`src/rtl/riscv_pkg.sv`:
```
// Shared definitions for the RISC-V core front end.
// Memory access modes, datapath widths and fetch bundle types.
package riscv_pkg;

    localparam int XLEN    = 32;
    localparam int INSTR_W = 32;

    localparam logic [2:0] MEM_MODE_WORD = 3'b100;
    localparam logic [2:0] MEM_MODE_HALF = 3'b010;
    localparam logic [2:0] MEM_MODE_BYTE = 3'b001;

    localparam logic [XLEN-1:0] DEFAULT_RESET_PC = 32'h0000_0000;

    typedef struct packed {
        logic [XLEN-1:0]    pc;
        logic [INSTR_W-1:0] instr;
    } fetch_entry_t;

    typedef enum logic {
        F_RUN  = 1'b0,
        F_HALT = 1'b1
    } fstate_t;

    function automatic logic [XLEN-1:0] next_pc(input logic [XLEN-1:0] pc);
        return pc + 32'd4;
    endfunction

endpackage

```
`src/rtl/fetch_buf.sv`:
```
// Two-entry FIFO of {pc, instr} between fetch and decode.
// Flush wins over push/pop; the head is always entry 0.
module fetch_buf
    import riscv_pkg::*;
#(
    parameter int DEPTH = 2
) (
    input  logic         clk,
    input  logic         rst,
    input  logic         push,
    input  logic         pop,
    input  logic         flush,
    input  fetch_entry_t din,
    output fetch_entry_t head,
    output logic         head_valid,
    output logic [1:0]   count
);

    fetch_entry_t e0_q;
    fetch_entry_t e1_q;
    logic [1:0]   cnt_q;
    logic         do_pop;
    logic         do_push;

    assign do_pop  = pop & (cnt_q != 2'd0);
    assign do_push = push & ((cnt_q != 2'(DEPTH)) | do_pop);

    always_ff @(posedge clk) begin
        if (rst) begin
            cnt_q <= 2'd0;
            e0_q  <= '0;
            e1_q  <= '0;
        end else if (flush) begin
            cnt_q <= 2'd0;
        end else begin
            unique case ({do_push, do_pop})
                2'b10: begin
                    if (cnt_q == 2'd0) e0_q <= din;
                    else               e1_q <= din;
                    cnt_q <= cnt_q + 2'd1;
                end
                2'b01: begin
                    e0_q  <= e1_q;
                    cnt_q <= cnt_q - 2'd1;
                end
                2'b11: begin
                    // count unchanged; the new entry lands behind the survivor
                    if (cnt_q == 2'd1) begin
                        e0_q <= din;
                    end else begin
                        e0_q <= e1_q;
                        e1_q <= din;
                    end
                end
                default: ;
            endcase
        end
    end

    assign head       = e0_q;
    assign head_valid = (cnt_q != 2'd0);
    assign count      = cnt_q;

endmodule

```
`src/rtl/instr_fetch.sv`:
```
// Instruction fetch stage: PC, instr_ram request, redirect handling.
// FETCH_MISALIGN_CHECK_EN adds fetch_fault and halt on misaligned redirects.
module instr_fetch
    import riscv_pkg::*;
#(
    parameter logic [XLEN-1:0] RESET_PC = DEFAULT_RESET_PC,
    parameter int              DEPTH    = 2
) (
    input  logic               clk,
    input  logic               rst,
    output logic               imem_we,
    output logic [2:0]         imem_mode,
    output logic [XLEN-1:0]    imem_addr,
    output logic [XLEN-1:0]    imem_wdata,
    input  logic [INSTR_W-1:0] imem_rdata,
    input  logic               redirect_valid,
    input  logic [XLEN-1:0]    redirect_pc,
    output logic               out_valid,
    input  logic               out_ready,
    output logic [INSTR_W-1:0] out_instr,
    output logic [XLEN-1:0]    out_pc
`ifdef FETCH_MISALIGN_CHECK_EN
    ,
    output logic               fetch_fault
`endif
);

    logic [XLEN-1:0] pc_q;
    logic [XLEN-1:0] target;
    logic            halted;
    logic            push;
    logic            pop;
    logic            head_valid;
    logic [1:0]      count;
    fetch_entry_t    din;
    fetch_entry_t    head;

    assign imem_we    = 1'b0;
    assign imem_mode  = MEM_MODE_WORD;
    assign imem_addr  = pc_q;
    assign imem_wdata = '0;

    assign pop  = head_valid & out_ready;
    assign push = ~redirect_valid & ~halted
                & ((count < 2'(DEPTH)) | pop);

    assign din.pc    = pc_q;
    assign din.instr = imem_rdata;

`ifdef FETCH_MISALIGN_CHECK_EN
    fstate_t state_q;
    fstate_t state_d;
    logic    misalign;

    assign target   = redirect_pc;
    assign misalign = |redirect_pc[1:0];

    always_ff @(posedge clk) begin
        if (rst) state_q <= F_RUN;
        else     state_q <= state_d;
    end

    // Only a redirect can leave or enter the halted state
    always_comb begin
        state_d = state_q;
        if (redirect_valid) begin
            state_d = misalign ? F_HALT : F_RUN;
        end
    end

    assign halted      = (state_q == F_HALT);
    assign fetch_fault = halted;
`else
    assign target = redirect_pc & ~32'h3;
    assign halted = 1'b0;
`endif

    always_ff @(posedge clk) begin
        if (rst) begin
            pc_q <= RESET_PC;
        end else if (redirect_valid) begin
            pc_q <= target;
        end else if (push) begin
            pc_q <= next_pc(pc_q);
        end
    end

    fetch_buf #(
        .DEPTH (DEPTH)
    ) u_buf (
        .clk        (clk),
        .rst        (rst),
        .push       (push),
        .pop        (pop),
        .flush      (redirect_valid),
        .din        (din),
        .head       (head),
        .head_valid (head_valid),
        .count      (count)
    );

    assign out_valid = head_valid;
    assign out_instr = head.instr;
    assign out_pc    = head.pc;

endmodule
```
`config.mk`:
```
export PLATFORM = sky130hd
export DESIGN_NAME = instr_fetch
export DESIGN_NICKNAME = d
export VERILOG_FILES = /design/src/rtl/riscv_pkg.sv /design/src/rtl/fetch_buf.sv /design/src/rtl/instr_fetch.sv
export SDC_FILE = /design/constraint.sdc
export NUM_CORES = 1
export LEC_CHECK = 0
export ABC_CLOCK_PERIOD_IN_PS = 2800
export CELL_PAD_IN_SITES_DETAIL_PLACEMENT = 1
export CELL_PAD_IN_SITES_GLOBAL_PLACEMENT = 2
export CORE_AREA = 2 2 165 167
export DETAILED_ROUTE_END_ITERATION = 8
export DIE_AREA = 0 0 167 169
export PLACE_DENSITY_LB_ADDON = 0.25
export RECOVER_POWER = 25
export SYNTH_ARGS = -nofsm -noshare
export SYNTH_HDL_FRONTEND = slang
export SYNTH_SLANG_ARGS = --single-unit
export TNS_END_PERCENT = 30
```
`constraint.sdc`:
```
create_clock -name clk -period 2.8 [get_ports clk]
set_input_delay 0.28 -clock clk [delete_from_list [all_inputs] [get_ports clk]]
set_output_delay 0.28 -clock clk [all_outputs]
set_load 0.01 [all_outputs]
```
==> Word level (Yosys, flattened, before mapping) <==
Cells that the tools add are included.
{ "word_totals": {"ff_bits": 162, "latchBits": 0, "mem_bits_rw": 0, "romBits": 0, "inputBits": 68, "out_inout_bits": 133, "word_cells": 44, "n_memories": 0} }
{ "classes": {"add_sub_neg": 3, "mul": 0, "n_div": 0, "magnitude_cmp": 1, "eq_ne": 8, "shifts": 0, "mux": 9, "bitwise": 7, "n_reduce_logical": 9} }
{ "ops": {"columns": ["operator", "n"], "rows": [
  ["$mux W64", 4],
  ["$pmux W64 S3", 1],
  ["$pmux W64 S2", 1],
  ["$mux W32", 2],
  ["$add A32 B3 Y32 const B", 1],
  ["$reduce_bool A2 Y1", 4],
  ["$ne A2 B2 Y1 const B", 3],
  ["$and A1 B1 Y1", 4],
  ["$eq A2 B1 Y1 const B", 2],
  ["$eq A2 B2 Y1 const B", 2],
  ["$pmux W2 S2", 1],
  ["$reduce_and A4 Y1", 1],
  ["$reduce_and A3 Y1", 1],
  ["$reduce_bool A3 Y1", 1],
  ["$add A2 B1 Y2 const B", 1],
  ["$logic_not A2 Y1", 1],
  ["$lt A2 B2 Y1 const B", 1],
  ["$ne A2 B1 Y1 const B", 1],
  ["$or A1 B1 Y1", 2],
  ["$reduce_or A2 Y1", 1],
  ["$sub A2 B1 Y2 const B", 1],
  ["$not A1 Y1", 1]
]} }

==> Logic depth before layout (Yosys ltp) <==
{ "depth": {"word_depth": 8, "mapped_depth": 9, "mapped_depth_nobuf": 6} }

==> Hierarchy <==
Synthesis repeated with hierarchy kept, for this count alone.
{ "unflattened": {"cells_unflattened": 920, "hier_area_um2": 7308.3} }
{ "by_module_without_submodules": {"columns": ["mod", "n_inst", "cells_each", "area_per_inst_um2", "seq_area_each_um2"], "rows": [
  ["fetch_buf", 1, 659, 5247.5, 2602.5],
  ["instr_fetch", 1, 261, 2060.7, 600.6]
]} }

==> Worst setup path after synthesis <==
OpenSTA, ideal clock, no wires.
{ "synth_path": {"path_type": "register to register", "startpoint": "register u_buf.cnt_q[1], in the netlist u_buf.count[1]", "endpoint": "register pc_q[19], in the netlist imem_addr[19]", "setup_ns": 0.091, "t_arrival_ns": 2.213, "path_slack_ns": 0.496, "stages_incl_launch_ff": 8, "period_less_slack_ns": 2.304, "cell_sequence": "dfxtp_1 inv_1 clkbuf_1 ha_1 nand2b_1 a211o_1 or4_1 a311oi_1"} }
{ "synth_via": {"elab_chain_len": 5, "word_cells_on_any_way": 6, "classes_between": "order compare: 1; bitwise: 3; reduce/logical: 2"} }
{ "synth_rtl": {"columns": ["element", "line_no", "text"], "rows": [
  ["from (decl)", "fetch_buf.sv:21", "logic [1:0] cnt_q;"],
  ["from (signal assigned)", "fetch_buf.sv:40", "cnt_q <= cnt_q + 2'd1;"],
  ["from (signal assigned)", "fetch_buf.sv:44", "cnt_q <= cnt_q - 2'd1;"],
  ["$reduce_bool A2 Y1", "fetch_buf.sv:61", "assign head_valid = (cnt_q != 2'd0);"],
  ["$and A1 B1 Y1", "instr_fetch.sv:43", "assign pop = head_valid & out_ready;"],
  ["$or A1 B1 Y1 (*)", "instr_fetch.sv:45", "& ((count < 2'(DEPTH)) | pop);"],
  ["$and A1 B1 Y1 (*)", "instr_fetch.sv:45", null],
  ["$reduce_bool A2 Y1 (no line) (*)", null, null],
  ["to (signal assigned)", "instr_fetch.sv:82", "pc_q <= target;"],
  ["to (signal assigned)", "instr_fetch.sv:84", "pc_q <= next_pc(pc_q);"],
  ["to (decl)", "instr_fetch.sv:28", "logic [XLEN-1:0] pc_q;"]
]} }
Mark *: on every way between the ends. The rest lies on a longest branch, timed or not.
A chain may end at the register's enable or synchronous reset.

==> Worst setup path in the final report <==
{ "layout_path": {"startpoint": "register u_buf.cnt_q[1], in the netlist u_buf.count[1]", "endpoint": "register u_buf.e0_q (netlist bit u_buf.head[58])"} }
{ "layout_via": {"elab_chain_len": 8, "word_cells_on_any_way": 19, "classes_between": "order compare: 1; eq/ne: 6; mux: 2; bitwise: 6; reduce/logical: 4"} }
{ "layout_rtl": {"columns": ["element", "line_no", "text"], "rows": [
  ["$reduce_bool A2 Y1", "fetch_buf.sv:25, fetch_buf.sv:61", null],
  ["$and A1 B1 Y1", "instr_fetch.sv:43", null],
  ["$or A1 B1 Y1 or $and A1 B1 Y1 (tied branches)", "instr_fetch.sv:45, fetch_buf.sv:25", null],
  ["$and A1 B1 Y1 or $or A1 B1 Y1 (tied branches)", "instr_fetch.sv:45, fetch_buf.sv:26", null],
  ["$and A1 B1 Y1", "fetch_buf.sv:26", "assign do_push = push & ((cnt_q != 2'(DEPTH)) | do_pop);"],
  ["$eq A2 B2 Y1 or $eq A2 B1 Y1 (tied branches)", "fetch_buf.sv:36", "unique case ({do_push, do_pop})"],
  ["$ne A2 B1 Y1 (no line) or $reduce_bool A3 Y1 (tied branches)", null, null],
  ["$reduce_and A3 Y1 (no line)", null, null],
  ["to (signal assigned)", "fetch_buf.sv:38", "if (cnt_q == 2'd0) e0_q <= din;"],
  ["to (signal assigned)", "fetch_buf.sv:43", "e0_q <= e1_q;"],
  ["to (signal assigned)", "fetch_buf.sv:49", "e0_q <= din;"],
  ["to (decl)", "fetch_buf.sv:19", "fetch_entry_t e0_q;"]
]} }
Several ways; a longest one is shown, not always the timed one.

==> results.cfg <==
[clocking]
postCtsSetupBuffers = 0
cts_hold_buf = 0
cts-root-buf = clkbuf_16
cts_buffer_depth = 2
cts_sinks = 156
cts_buffers = 17
h-tree-depth = 4
clk_pin_slew_ns = 0.07
cts_tree = built
ctsResizeCount = 0
clk_latency_ns = 0.43

[yosys]
yosysMostFrequentCell = dfxtp_1
ys.warnings.count = 0
synth_common_cells = dfxtp_1 (156), nand2_1 (142), nor2_1 (86), a211oi_1 (72), a21oi_1 (69)
synth_cells = 879
synth_cell_type_count = 53
netlist_area_um2 = 7320
syn_avg_cell_area_um2 = 8.33
yosysSeqAreaShare_pct = 42.7
synth_top_area_share_pct = 42.7
synth-seq-cells = 156
synth-async-reset-ratio_pct = 0
ys.flop_type = dfxtp_1
synth-edff-count = 0
ys_top_cells_by_area = dfxtp_1 (43%), mux2i_1 (8.5%), a211oi_1 (7.4%), nand2_1 (7.3%), a21oi_1 (4.7%)
synth_top_area_cell = dfxtp_1

[drt]
drcViolationCount = 0
dr.pass1.iters = 5
wl_per_cell_um = 17.3
ant_nets = 0
via_per_inst = 4.88
vias = 6617
drt_first_iter_violations = 316
wl_um = 23500

[setup_path]
worst_ep_arrival_time_ns = 2.71
crit_type = flip-flop to flip-flop
worstPathMaxFanout = 20
worstPathRequired_ns = 3.14
startpoint_type = flip-flop
critPathCaptureType = flip-flop

[power_and_ir_drop]
power_density_nw_per_um2 = 646
leakage_uw = 0.00391
total_power_uw = 6300
irDropWorstVdd_mv = 0.422

[sta]
worstMarginPinSlew_ns = 0.902
drv_slew = 0
tns_ns = 0
finalClockSkew_ns = 0.0102
fin_crit_sh_pct = 84.4
max_slew_margin_pct = 39.7
fmax_mhz = 423
hold_violations = 0
setup_viol = 0
final.min_clock_period_ns = 2.36
rsz0062_at_grt = no

[global_routing]
antenna_found_initial = 1
grt-ovfl-total = 0
grt_max_degree = 69
grt_pass1_wl_um = 37800
grt_pass1_vias = 6613
grt_usage_pct = 16.8

[final_layout]
n_fill_cell = 3111
area.sequential_um2 = 3120
nets = 1075
synthToLayoutAreaGrowth_pct = 33.3
n_antenna_cell = 0
multi_input_area_um2 = 3700
drive_above_1_share_pct = 6.59

[outcome]
outcome = finished clean

[placement]
gp_congestion = 0.753
dp_hpwl_um = 15800
port_buffers = 158

[worst_hold_path]
hp-class = input pin to flip-flop

[floorplanning]
num_rows = 60
ios = 201
core_um2 = 26500
die-area_um2 = 28200
fp.dieW_um = 167
start_util_pct = 27.6
die_h_um = 169

[flow_run]
max-cap-violations = 0
-- per-layer routing --
layer / routed length, um / vias up / GRT usage [%] / share of wire, %
met2: 11000 / 148 / 27.7 / 47
met3: 1530 / 13 / 4.93 / 6.5
met1: 10800 / 3159 / 22.0 / 46
met5: 0 / - / 0 / 0
li1: - / 3297 / - / -
met4: 223 / 0 / 3.45 / 0.95
-- registers in the layout (all words and copies together) (netlist names) --
| register | cells |
|---|---|
| u_buf.count | 2 |
| u_buf.head | 62 |
| u_buf.e1_q | 62 |
| imem_addr | 30 |
-- placed cells by master, fill, tap and decap left out, drive strengths merged, types with 4 or more instances in the layout --
cell type        n
a31oi            4
o21ai           14
a311oi          12
nand4            8
xnor2            6
or3              6
clkbuf          17
a21oi           70
a2111oi          4
nor2            86
dlygate4sd3     61
nor3             5
nand3           22
or4              8
dfxtp          156
nand2          142
nor4             5
mux2i           62
conb            40
and3            10
a211oi          72
buf             26
and4             6
ha               4
inv             22
o31ai            8
clkdlybuf4s50   96
a32oi            5
-- where the power goes --
| part | switching [uW] | leakage [uW] | internal (uW) |
|---|---|---|---|
| clock | 1090 | 0.000300 | 1440 |
| combinational | 651 | 0.00233 | 573 |
| sequential | 142 | 0.00128 | 2410 |
-- cell type report --
cell class | count | share of cell area (%)
clock buffers | 17 | 4.36
repair buffers | 183 | 18.9
clock inverters | 15 | 2.03
flip-flops and latches | 156 | 32.0
well taps | 341 | 4.37
inverters | 13 | 0.500
multi-input cells | 632 | 37.9
-- cell families (layout without fill, tap and decap cells) --
family          count (synthesis)  after routing  share of synthesized area, %
mux                            62             62                          8.48
other cells                     2             40                         0.103
xor+xnor                        6              6                         0.718
compound gates                208            208                          19.0
buf+inv                       129            228                          9.18
simple gates                  312            312                          19.1
flops                         156            156                          42.7
fa+ha+maj                       4              4                         0.684
-- stage by stage --
| stage | util (%) | std cells | hold WS [ns] | setup slack, ns | area, um2 |
|---|---|---|---|---|---|
| after floorplan | - | 917 | 0.416 | 0.496 | 7460 |
| after global placement | 34.5 | 1325 | 0.441 | 0.469 | 9140 |
| after detailed placement | 34.5 | 1325 | 0.448 | 0.437 | 9140 |
| after CTS | 36.8 | 1357 | 0.321 | 0.418 | 9760 |
| after global routing | 36.8 | 1357 | 0.330 | 0.209 | 9760 |
| final | 36.8 | 1357 | 0.323 | 0.436 | 9760 |
-- final timing paths --
check,start,to,slack [ns],cells past startpoint
worst max-delay path,u_buf.count[1],u_buf.head[58],0.44,7
worst min-delay path,rst,u_buf.e1_q[48],0.32,2
worst max register to register,u_buf.count[1],u_buf.head[58],0.44,7
worst min register to register,u_buf.e1_q[63],u_buf.e1_q[63],0.45,2
-- worst max-delay path, cell delays in order, from the launching register on --
cell and delay (ns):
dfxtp_1 0.32, buf_4 0.17, ha_1 0.22, or3b_2 0.49
a21oi_4 0.44, buf_4 0.35, nor2_1 0.08, a211oi_1 0.21
Note: power is estimated with default switching activity, not from simulation.
